`config.mk`:
```
export PLATFORM = sky130hd
export DESIGN_NAME = line_follow_ctrl
export DESIGN_NICKNAME = d
export VERILOG_FILES = /design/src/rtl/line_follow_ctrl.sv
export SDC_FILE = /design/constraint.sdc
export NUM_CORES = 1
export LEC_CHECK = 0
export ABC_AREA = 1
export CORE_MARGIN = 2
export CORE_UTILIZATION = 53
export CTS_CLUSTER_SIZE = 14
export DETAILED_ROUTE_END_ITERATION = 10
export PLACE_DENSITY = 0.82
export SKIP_CTS_REPAIR_TIMING = 1
export SYNTH_ARGS = -nofsm -noshare
export SYNTH_HDL_FRONTEND = slang
export SYNTH_SLANG_ARGS = --single-unit
```
`constraint.sdc`:
```
create_clock -name clock -period 3 [get_ports clock]
set_clock_uncertainty 0.05 [all_clocks]
set_input_delay 0.45 -clock clock [delete_from_list [all_inputs] [get_ports clock]]
set_output_delay 0.45 -clock clock [all_outputs]
set_load 0.02 [all_outputs]
```
`src/rtl/line_follow_ctrl.sv`:
```
// line_follow_ctrl: hysteresis/debounced 3-sensor line follower driving a two-motor H-bridge with PWM, node counting and lost-line stop.
module line_follow_ctrl #(
    parameter int SENSOR_W     = 13,
    parameter int THRESH       = 1023,
    parameter int HYST         = 32,
    parameter int DEBOUNCE     = 4,
    parameter int PWM_W        = 8,
    parameter int FWD_DUTY     = 200,
    parameter int TURN_DUTY    = 120,
    parameter int NODE_HOLD    = 64,
    parameter int LOST_TIMEOUT = 1024
) (
    input  logic                clock,
    input  logic                reset,
    input  logic                enable,
    input  logic [SENSOR_W-1:0] sensorL,
    input  logic [SENSOR_W-1:0] sensorC,
    input  logic [SENSOR_W-1:0] sensorR,
    output logic                AF,
    output logic                AB,
    output logic                BF,
    output logic                BB,
    output logic                node_pulse,
    output logic [1:0]          node_side,
    output logic [7:0]          node_count,
    output logic                lost,
    output logic [2:0]          state
);
    typedef enum logic [2:0] {IDLE = 3'd0, FOLLOW = 3'd1, NODE = 3'd2, LOST = 3'd3, STOP = 3'd4} state_t;
    localparam logic [SENSOR_W-1:0] LO = SENSOR_W'(THRESH - HYST);
    localparam logic [SENSOR_W-1:0] HI = SENSOR_W'(THRESH + HYST);
    localparam int DBW = $clog2(DEBOUNCE + 1);
    localparam logic [DBW-1:0] DB_MAX = DBW'(DEBOUNCE - 1);
    localparam int TMAX = NODE_HOLD > LOST_TIMEOUT ? NODE_HOLD : LOST_TIMEOUT;
    localparam int TW = $clog2(TMAX + 1);
    localparam logic [TW-1:0] NODE_END = TW'(NODE_HOLD - 1);
    localparam logic [TW-1:0] LOST_END = TW'(LOST_TIMEOUT - 1);
    // duty carries one extra bit so a duty of 2^PWM_W means always on
    localparam int DW = PWM_W + 1;
    localparam logic [DW-1:0] FWD = DW'(FWD_DUTY);
    localparam logic [DW-1:0] TURN = DW'(TURN_DUTY);

    state_t           state_q, state_d;
    logic [2:0]       det_q, det_d, a_q, a_d;
    logic [DBW-1:0]   db_q, db_d;
    logic [PWM_W-1:0] pwm_q, pwm_d;
    logic [TW-1:0]    tmr_q, tmr_d;
    logic [DW-1:0]    duty_a_q, duty_a_d, duty_b_q, duty_b_d;
    logic             arm_q, arm_d, pulse_q, pulse_d, lost_q, lost_d;
    logic             af_q, af_d, bf_q, bf_d;
    logic [1:0]       side_q, side_d;
    logic [7:0]       count_q, count_d;
    logic             stable, node_pat;

    function automatic logic hyst(input logic [SENSOR_W-1:0] s, input logic d);
        return (s < LO) ? 1'b1 : (s >= HI) ? 1'b0 : d;
    endfunction

    always_comb begin
        det_d    = {hyst(sensorL, det_q[2]), hyst(sensorC, det_q[1]), hyst(sensorR, det_q[0])};
        stable   = det_d == det_q;
        db_d     = !stable ? '0 : (db_q == DB_MAX) ? db_q : db_q + 1'b1;
        a_d      = (stable && db_q == DB_MAX) ? det_q : a_q;
        pwm_d    = pwm_q + 1'b1;
        node_pat = a_q == 3'b110 || a_q == 3'b011 || a_q == 3'b111;
        state_d  = state_q;
        tmr_d    = tmr_q;
        duty_a_d = duty_a_q;
        duty_b_d = duty_b_q;
        pulse_d  = 1'b0;
        side_d   = side_q;
        count_d  = count_q;
        arm_d    = node_pat ? arm_q : 1'b1;
        if (!enable) begin
            state_d  = IDLE;
            tmr_d    = '0;
            duty_a_d = '0;
            duty_b_d = '0;
        end else begin
            case (state_q)
                IDLE: begin
                    state_d = FOLLOW;
                    tmr_d   = '0;
                end
                FOLLOW: begin
                    if (node_pat) begin
                        duty_a_d = FWD;
                        duty_b_d = FWD;
                        // arm_q keeps one physical node from being counted more than once
                        if (arm_q) begin
                            state_d = NODE;
                            pulse_d = 1'b1;
                            side_d  = {a_q[2], a_q[0]};
                            count_d = &count_q ? count_q : count_q + 8'd1;
                            arm_d   = 1'b0;
                            tmr_d   = '0;
                        end
                    end else if (a_q == 3'b000) begin
                        state_d = LOST;
                        tmr_d   = '0;
                    end else begin
                        duty_a_d = a_q == 3'b100 ? '0 : a_q == 3'b001 ? TURN : FWD;
                        duty_b_d = a_q == 3'b100 ? TURN : a_q == 3'b001 ? '0 : FWD;
                    end
                end
                NODE: begin
                    state_d = tmr_q == NODE_END ? FOLLOW : NODE;
                    tmr_d   = tmr_q == NODE_END ? '0 : tmr_q + 1'b1;
                end
                LOST: begin
                    if (a_q != 3'b000) begin
                        state_d = FOLLOW;
                        tmr_d   = '0;
                    end else if (tmr_q == LOST_END) begin
                        state_d  = STOP;
                        tmr_d    = '0;
                        duty_a_d = '0;
                        duty_b_d = '0;
                    end else begin
                        tmr_d = tmr_q + 1'b1;
                    end
                end
                default: begin
                    duty_a_d = '0;
                    duty_b_d = '0;
                end
            endcase
        end
        lost_d = state_d == STOP;
        af_d   = {1'b0, pwm_q} < duty_a_d;
        bf_d   = {1'b0, pwm_q} < duty_b_d;
    end

    always_ff @(posedge clock) begin
        if (reset) begin
            state_q  <= IDLE;
            det_q    <= '0;
            a_q      <= '0;
            db_q     <= '0;
            pwm_q    <= '0;
            tmr_q    <= '0;
            duty_a_q <= '0;
            duty_b_q <= '0;
            arm_q    <= 1'b1;
            pulse_q  <= 1'b0;
            side_q   <= '0;
            count_q  <= '0;
            lost_q   <= 1'b0;
            af_q     <= 1'b0;
            bf_q     <= 1'b0;
        end else begin
            state_q  <= state_d;
            det_q    <= det_d;
            a_q      <= a_d;
            db_q     <= db_d;
            pwm_q    <= pwm_d;
            tmr_q    <= tmr_d;
            duty_a_q <= duty_a_d;
            duty_b_q <= duty_b_d;
            arm_q    <= arm_d;
            pulse_q  <= pulse_d;
            side_q   <= side_d;
            count_q  <= count_d;
            lost_q   <= lost_d;
            af_q     <= af_d;
            bf_q     <= bf_d;
        end
    end

    assign AF         = af_q;
    assign BF         = bf_q;
    assign AB         = 1'b0;
    assign BB         = 1'b0;
    assign node_pulse = pulse_q;
    assign node_side  = side_q;
    assign node_count = count_q;
    assign lost       = lost_q;
    assign state      = state_q;
endmodule

```
==> reports/metrics.cfg, run 1 <==
[status]
outcome=complete, no violations

[detailed_routing]
drtIter0Drc=208
drc_errors=0
first_pass_iters=7
wirelength_mm=7.87
vias=3352
viasPerCell=5.20
drtAntennaViolNets=0
wire_per_inst_um=12.2

[final_layout]
area_delta_synth_final_pct=24.1
drive_gt1_share_pct=5.82
finish.utilization_pct=67.3
antenna_cells=0
nNetsFinal=623

[yosys]
avgSynthCellArea_um2=6.84
netlist.area_leader.share_pct=37.4
yosys.area.top_type=dfxtp_1
synthesis.area_um2=3420
synth-seq-cells=64
synth_area_leaders=dfxtp_1 37%, nand2_1 11%, nor2_1 10%, inv_1 7.1%, ha_1 6.9%
ys_warn_count=0
yosysUniqueCellTypes=36
synthCells=500
seq_area_frac_synth_pct=37.4

[clock_network]
clk_latency_ps=350
cts_max_level=3
clkTransAtPathRegs_ps=70
cts_tree=done
clock-root-buffer=clkbuf_8
cts_max_path_buffers=2
numCtsBuffers=9
clkSinkCount=64

[timing]
min_period_ps=2630
hold_viol=0
post-route-period-util_pct=87.8
rsz0062_at_grt=no
holdWs_ps=409
tns_ps=0
slew_violations=0
tightest_slew_ps=610
timing.slew.headroom_pct=59.3
fmax_mhz=380
setup_viol=0

[setup_path]
path_class=reg2reg
path_cells=ha_1, nand2_1, nor2_1, inv_1, nor2_2, nand3_1, nand2_1, nand3_2, a21oi_1, or2_1, ha_1, nand2_1, nor2_1, a211oi_1, nand2_1, nand2_1, nand2_1, inv_1
cp-end-kind=flop
cp_max_fo=13
cp_common_cell=nand2_1
cp_data_required_time_ps=3250
worst_ep_arrival_time_ps=2890
start_kind=flop
slowest_delay_ps=360
crit_slowest_cell=dfxtp_1

[global_routing]
grt_pass1_wl_mm=13.7
grt_max_degree=23
antenna_found_initial=0
overflow=0
grt_pass1_vias=3198
track_usage_pct=23.4

[placement]
place_congestion=0.917
dpl.hpwl_mm=6.00
port_buffers=58

[hold_path]
hold_path_class=reg2reg

[floorplan]
dieArea_um2=7120
fp.dieH_um=84.4
io_pins=61
fp.dieW_um=84.4
start_util_pct=54.2
fp-row-count=29
core_um2=6310

[job]
maxCapViolCount=0

[pwr]
power_mw=1.78
cellPowerDensity_nw_per_um2=420
leakage_nw=1.83
ir_worst_vdd_uv=351

-- metal layers --
metal,global-route usage [%],routed length [um]
met5,0,0
met4,7.22,108
met3,7.18,474
met2,39.8,3770
met1,28.6,3520
-- registers in the layout, indices dropped and copies added (netlist names) --
register	cells
node_count	8
duty_b_q	9
db_q	3
det_q	3
AF	1
tmr_q	11
node_side	2
a_q	3
state	3
node_pulse	1
arm_q	1
duty_a_q	9
BF	1
pwm_q	8
lost	1
-- path summary, 6_finish.rpt --
kind         depth (start not counted)         from  slack, ps     endpoint
max                                 18     tmr_q[0]        370           BF
min reg2reg                          2  duty_b_q[0]        410  duty_b_q[0]
min                                  2  duty_b_q[0]        410  duty_b_q[0]
max reg2reg                         18     tmr_q[0]        370           BF
-- critical path, delay by kind of cell, from the launching register on --
family | cells | cell delay (ps)
and+or+nand+nor | 12 | 1260
adders and majority gates | 2 | 390
AOI/OAI and AO/OA | 2 | 370
DFF | 1 | 360
buffers and inverters | 2 | 140
-- synthesized netlist by cell type --
cell type	number
o21bai_1	5
nand3_2	1
buf_2	2
o22ai_1	1
nor2_8	1
buf_1	1
nand2_1	96
o21ai_1	3
mux2i_1	1
a211oi_1	2
o21ai_0	22
inv_2	5
nor3_1	7
o21ai_2	1
conb_1	1
xnor2_1	3
buf_4	2
clkbuf_1	4
a21oi_1	33
ha_1	19
inv_1	65
o211ai_1	4
buf_6	1
nor2_2	1
a211o_1	1
nor4_1	2
xor2_1	3
nand3_1	38
or2_1	1
nor2_1	91
nand4_1	10
nor3_4	2
nor3b_1	1
nand2_2	3
or2_2	3
dfxtp_1	64
-- where the power goes --
group / total [mW] / internal, mW / switching, mW
combinational: 0.213 / 0.100 / 0.113
clock: 0.694 / 0.367 / 0.327
sequential: 0.877 / 0.864 / 0.0130
-- logic make-up (layout without fill, tap and decap cells) --
logic type / after synthesis / in the layout / share of synthesized area (%)
and+or+nand+nor: 257 / 257 / 32.8
buffers and inverters: 80 / 146 / 9.29
AOI/OAI and AO/OA: 72 / 72 / 11.6
DFF: 64 / 64 / 37.4
adders and majority gates: 19 / 19 / 6.95
xor gates and xnor gates: 6 / 6 / 1.54
other: 1 / 2 / 0.110
muxes: 1 / 1 / 0.293
-- placed cells by master, fill, tap and decap left out, types with 3 or more instances in the layout --
master / Yosys / layout
nand2_1: 96 / 96
nor2_1: 91 / 91
inv_1: 65 / 65
dfxtp_1: 64 / 64
clkdlybuf4s50_1: 0 / 58
nand3_1: 38 / 38
a21oi_1: 33 / 33
o21ai_0: 22 / 22
ha_1: 19 / 19
clkbuf_8: 0 / 12
nand4_1: 10 / 10
nor3_1: 7 / 7
inv_2: 5 / 5
o21bai_1: 5 / 5
o211ai_1: 4 / 4
nand2_2: 3 / 3
or2_2: 3 / 3
xnor2_1: 3 / 3
xor2_1: 3 / 3
o21ai_1: 3 / 3
-- through the flow --
stage,cells,area [um^2],worst slack (ps)
floorplan,501,3430,709
global placement,628,4060,379
detailed placement,628,4060,266
CTS,644,4250,354
global route,644,4250,4.14
finish,644,4250,367
-- cell type report --
type                    instances  area, um^2
clock buffers                  14         173
clock inverters                 2        12.5
fillers                       559        2070
inverters                      70         263
multi-input cells             357        1830
flip-flops and latches         64        1280
well taps                      77        96.3
repair buffers                 60         596
No activity file was read; power rests on OpenSTA's default activity.
==> run 2: changes to the inputs <==
- TNS_END_PERCENT: not set -> 20
==> results of run 2 <==
The final DEF is identical to that of run 1; final timing and power are the same.
